### src/rtl/jtdsp16_sout.sv
// jtdsp16_sout: multi-channel DSP16-style serial output (ock/sdo/old/ose) fed by a word FIFO.
// Define JTDSP16_SOUT_UNDERRUN_EN to pad incomplete frames with zero words (FILL state).
module jtdsp16_sout #(
  parameter int DW = 16,
  parameter int CH = 2,
  parameter int AW = 2,
  parameter int CKDIV = 1,
  localparam int CW = CH > 1 ? $clog2(CH) : 1
)(
  input  logic          clk,
  input  logic          rst_n,
  input  logic          cen,
  input  logic          wr,
  input  logic [DW-1:0] din,
  input  logic          msb_first,
  input  logic          doen,
  input  logic          ovf_clr,
  output logic          ock,
  output logic          sdo,
  output logic          old,
  output logic          ose,
  output logic [CW-1:0] ch,
  output logic          full,
  output logic          empty,
  output logic [AW:0]   level,
  output logic          ovf,
  output logic          unf
);
  localparam int BW = $clog2(DW);
  localparam int VW = CKDIV > 1 ? $clog2(CKDIV) : 1;
  localparam int LW = AW + 1;
`ifdef JTDSP16_SOUT_UNDERRUN_EN
  typedef enum logic [1:0] {IDLE, SHIFT, FILL} state_t;
`else
  typedef enum logic [1:0] {IDLE, SHIFT} state_t;
`endif
  state_t st, st_ld;
  logic [DW-1:0] mem [2**AW];
  logic [AW-1:0] wptr, rptr;
  logic [DW-1:0] sh, nsh, wd;
  logic          msb;
  logic [BW-1:0] bcnt;
  logic [VW-1:0] div;
  logic [CW-1:0] ch_nx;
  logic          half, wend, ld_idle, ld_end, pop, push, fill_go;
  assign full    = level[AW];
  assign empty   = level == '0;
  assign ose     = st == IDLE && empty;
  assign half    = div == VW'(CKDIV - 1);
  // a word ends when the high half of its last bit expires
  assign wend    = cen && st != IDLE && half && ock && bcnt == BW'(DW - 1);
  assign ch_nx   = ch == CW'(CH - 1) ? '0 : ch + 1'b1;
  assign ld_idle = cen && st == IDLE && !empty && doen;
  assign ld_end  = wend && st == SHIFT && !empty && doen;
  assign pop     = ld_idle || ld_end;
  assign push    = cen && wr && (!full || pop);
  assign wd      = pop ? mem[rptr] : '0;
  assign nsh     = msb ? sh << 1 : sh >> 1;
`ifdef JTDSP16_SOUT_UNDERRUN_EN
  // keep padding with zero words until the frame slot wraps back to 0
  assign fill_go = wend && ch_nx != '0 && (st == FILL || empty);
  assign st_ld   = pop ? SHIFT : FILL;
`else
  assign fill_go = 1'b0;
  assign st_ld   = SHIFT;
`endif
  always_ff @(posedge clk)
    if (push) mem[wptr] <= din;
  always_ff @(posedge clk or negedge rst_n)
    if (!rst_n) begin
      st    <= IDLE;
      wptr  <= '0;
      rptr  <= '0;
      level <= '0;
      ovf   <= 1'b0;
      unf   <= 1'b0;
      ock   <= 1'b0;
      sdo   <= 1'b0;
      old   <= 1'b0;
      ch    <= '0;
      sh    <= '0;
      msb   <= 1'b1;
      bcnt  <= '0;
      div   <= '0;
    end else if (cen) begin
      wptr  <= wptr + AW'(push);
      rptr  <= rptr + AW'(pop);
      level <= level + LW'(push) - LW'(pop);
      ovf   <= !ovf_clr && (ovf || (wr && full && !pop));
      unf   <= !ovf_clr && (unf || fill_go);
      if (wend) ch <= ch_nx;
      if (pop || fill_go) begin
        st   <= st_ld;
        sh   <= wd;
        msb  <= msb_first;
        sdo  <= msb_first ? wd[DW-1] : wd[0];
        bcnt <= '0;
        div  <= '0;
        ock  <= 1'b0;
        old  <= 1'b1;
      end else if (wend) begin
        st  <= IDLE;
        ock <= 1'b0;
        old <= 1'b0;
      end else if (st != IDLE) begin
        div <= half ? '0 : div + 1'b1;
        if (half) begin
          ock <= !ock;
          if (ock) begin
            sh   <= nsh;
            sdo  <= msb ? nsh[DW-1] : nsh[0];
            bcnt <= bcnt + 1'b1;
            old  <= 1'b0;
          end
        end
      end
    end
endmodule

### config.mk
export PLATFORM = sky130hd
export DESIGN_NAME = jtdsp16_sout
export DESIGN_NICKNAME = d
export VERILOG_FILES = /design/src/rtl/jtdsp16_sout.sv
export SDC_FILE = /design/constraint.sdc
export NUM_CORES = 1
export LEC_CHECK = 0
export CORE_ASPECT_RATIO = 0.6
export CORE_MARGIN = 10
export CORE_UTILIZATION = 35
export CTS_CLUSTER_DIAMETER = 60
export DETAILED_ROUTE_END_ITERATION = 10
export GPL_ROUTABILITY_DRIVEN = 0
export PLACE_DENSITY = 0.54
export SKIP_LAST_GASP = 1
export SYNTH_ARGS = -nofsm -noshare
export SYNTH_HDL_FRONTEND = slang
export SYNTH_SLANG_ARGS = --single-unit
### constraint.sdc
create_clock -name clk -period 3.3 [get_ports clk]
set_input_delay 0.495 -clock clk [delete_from_list [all_inputs] [get_ports clk]]
set_output_delay 0.495 -clock clk [all_outputs]
set_load 0.005 [all_outputs]
==> run_results.csv <==
group,metric,value,unit
worst_setup_path,crit_path_top_delay_cell,"dfrtp_1",
power,p_per_area,779,nW/um^2
timing,fmax,393,MHz
placed_design,hpwl,5.41,mm
worst_setup_path,critical_path.max_stage_delay,0.38,ns
floorplan,die_h,105,microns
floorplan,ios,35,
clock_tree,root_buffer,"clkbuf_16",
global_route,antenna_found_initial,0,
timing,finalCriticalPeriod,2.55,ns
power,vdd_drop_max,0.272,mV
final_layout,antenna_cells,0,
clock_tree,clock_sinks,99,
clock_tree,cts_tree,"done",
floorplan,dieArea,17000,sq um
synthesis,ys_types,40,
clock_tree,htree_levels,3,
worst_setup_path,cp-start-kind,"flip-flop",
route,viasPerCell,4.73,
clock_tree,cts_hold_buf,0,
synthesis,yosys-top-cells-area,"edfxtp_1 (45%), dfrtp_1 (20%), mux4_2 (8.0%)",
worst_setup_path,timing.rr.end,"level[2]",
global_route,track_usage,10.1,%
worst_setup_path,r2r_cells,12,
global_route,grt.met1_usage,14.7,%
route,route.detailed.drc,0,
synthesis,synth_fp_nets,295,
synthesis,synthCells,266,
global_route,grt_overflow,0,
min_path,hp-class,"in2async",
worst_setup_path,critical_path_buf_inv_count,2,
timing,worst_slew_pin_slew,0.810,ns
synthesis,synth_top_area_cell,"edfxtp_1",
final_layout,fin_util,42.5,%
route,routed_wl,8.12,mm
timing,fin_crit_sh,77.1,%
timing,rsz0062_at_grt,"no",
final_layout,layout.nets,334,
worst_setup_path,criticalPathCategory,"reg2reg",
placed_design,io_buffer_count,34,
final_layout,regArea,2800,sq um
timing,hold_viol,0,
timing,max-slew-margin-rel,46.0,%
route,routedWlPerCell,17.1,microns
route,drtIter0Drc,133,
synthesis,synth_edf_count,64,
floorplan,die_w,162,microns
worst_setup_path,crit_chain,"ha_1 > nand4_1 > a211oi_4 > o211ai_2 > ha_1 > inv_1 > ha_1 > inv_1 > fa_1 > xor2_1 > nand2_1 > xnor2_1",
worst_setup_path,path_max_fanout,3,
clock_tree,clock_latency,0.35,ns
timing,maxSlewViolCount,0,
synthesis,ys_warn_count,0,
final_layout,multiInputGateArea,1360,sq um
worst_setup_path,path_common_cell,"ha_1",
synthesis,ys_seq_area_share,66.1,%
global_route,busiest_layer,"met1",
synthesis,netlist.area_leader.share,45.4,%
global_route,grtUsageMet2,13.6,%
global_route,grt_first_pass_wirelength,13.4,mm
global_route,grt.met3_usage,3.61,%
global_route,grt_max_degree,43,
route,drt-pass1-iter-count,4,
worst_setup_path,end_kind,"flip-flop",
worst_setup_path,critical_path.top_delay_family,"adder cells",
synthesis,syn_avg_cell_area,15.9,sq um
clock_tree,clkTransAtPathRegs,0.07,ns
floorplan,coreArea,11900,sq um
route,vias,2245,
clock_tree,cts_buffers,9,
clock_tree,post_cts_buffers,0,
worst_setup_path,r2r-start,"bcnt[0]",
route,ant_nets,0,
worst_setup_path,cp_data_arrival_time,2.77,ns
final_layout,fill_cells,1138,
final_layout,drive_gt1_share,19.4,%
job,max_cap_viol_count,0,
worst_setup_path,required,3.53,ns
power,p_leak,1.83,nW
outcome,outcome,"complete, no violations",
clock_tree,clk_path_buf_depth,2,
synthesis,ys_ff_latch,99,
synthesis,yosys_most_used_dff,"edfxtp_1",
worst_setup_path,r2r_setup_slack,0.75,ns
worst_setup_path,cp.depth,12,
floorplan,start_util,35.5,%
floorplan,num_rows,31,
timing,fin_tns_setup,0,ns
timing,skew,0.00904,ns
timing,finalSetupViolCount,0,
synthesis,syn-cell-area,4240,sq um
synthesis,ys_async_sr_fraction,35.4,%
clock_tree,cts_repair_resize_count,0,
final_layout,area_growth,19.9,%
global_route,grt_pass1_vias,2347,
==> metal layers <==
| metal | vias to the layer above | share of wire (%) |
|---|---|---|
| met5 | - | 0 |
| met4 | 0 | 1.2 |
| met3 | 10 | 4.3 |
| met2 | 34 | 42 |
| met1 | 1117 | 53 |
| li1 | 1084 | - |
==> power by group <==
part,internal [W],leakage (nW),switching (W)
Clock,0.000524,0.141,0.000473
Combinational,0.000635,0.680,0.000489
Sequential,0.00158,1.01,0.000252
Total,0.00274,1.83,0.00121
==> registers in the layout, indices dropped and copies added (netlist names) <==
register and flops:
ch 1, unf 1, rptr 2, old 1, sdo 1, ovf 1
st 1, sh 16, wptr 2, level 3, bcnt 4, mem 64
ock 1, msb 1
==> worst reg2reg max path: cells and delay by family, from the launching register on <==
kind | cells | cell delay, ns
buf+inv | 2 | 0.11
fa+ha+maj | 4 | 0.97
xor+xnor | 2 | 0.26
flops | 1 | 0.38
compound gates | 2 | 0.46
simple gates | 2 | 0.26
==> logic make-up (layout without fill, tap and decap cells) <==
logic type      count (synthesis)  after routing  share of synthesized area [%]
compound gates                 30             30                           4.34
xor+xnor                        7              7                           1.45
fa+ha+maj                       6              6                           1.95
buf+inv                        21             65                           2.33
flops                          99             99                           66.1
mux                            57             57                           18.5
simple gates                   46             46                           5.38
==> cell type report <==
class | instances | area share [%]
Timing Repair Buffer | 43 | 7.94
Clock buffer | 9 | 4.44
Sequential cell | 99 | 55.1
Multi-Input combinational cell | 146 | 26.8
Tap cell | 165 | 4.07
Clock inverter | 7 | 1.18
Inverter | 6 | 0.444
==> Yosys cell counts, types with 2 or more instances <==
master	n
nor3b_1	3
o21ai_1	17
xnor2_1	5
mux2_1	8
nor2_1	7
o21ai_0	2
nand3_1	4
nor3_1	3
dfrtp_1	34
nand2_1	22
clkbuf_1	2
xor2_1	2
buf_4	2
mux4_2	15
mux2_2	11
a21oi_1	2
ha_1	5
a21o_1	2
edfxtp_1	64
mux2i_1	23
buf_2	10
inv_1	5
==> worst max-delay path by stage <==
stage | end | slack, ns | startpoint
2_1_floorplan | mem[1][0] | 0.30 | cen
3_3_place_gp | level[2] | 0.47 | cen
3_5_place_dp | level[2] | 0.42 | cen
4_1_cts | level[2] | 0.73 | bcnt[0]
5_1_grt | level[2] | 0.54 | bcnt[1]
6_report | level[2] | 0.75 | bcnt[0]
==> cell usage in the layout, fill, tap and decap left out, drive strengths merged, types with 2 or more instances in the layout <==
cell,synthesis,final
clkdlybuf4s50,0,33
dfrtp,34,34
ha,5,5
mux4,15,15
mux2,19,19
edfxtp,64,64
inv,6,10
mux2i,23,23
clkinv,0,3
a21oi,2,2
nor3,3,3
clkbuf,2,9
xor2,2,2
nor3b,3,3
buf,13,10
xnor2,5,5
a21o,2,2
nand2,22,22
o21ai,19,19
nor2,8,8
nand3,5,5
==> per-stage QoR <==
stage	worst slack [ns]	power (W)	cells	area, sq um	hold slack (ns)
floorplan	0.300	0.00261	266	4240	0.199
global placement	0.473	0.00298	459	4790	0.461
detailed placement	0.417	0.00301	459	4790	0.471
CTS	0.734	0.00401	475	5080	0.268
global route	0.538	0.00421	475	5080	0.301
finish	0.755	0.00396	475	5080	0.239
Power figures use the tool's default switching activity.
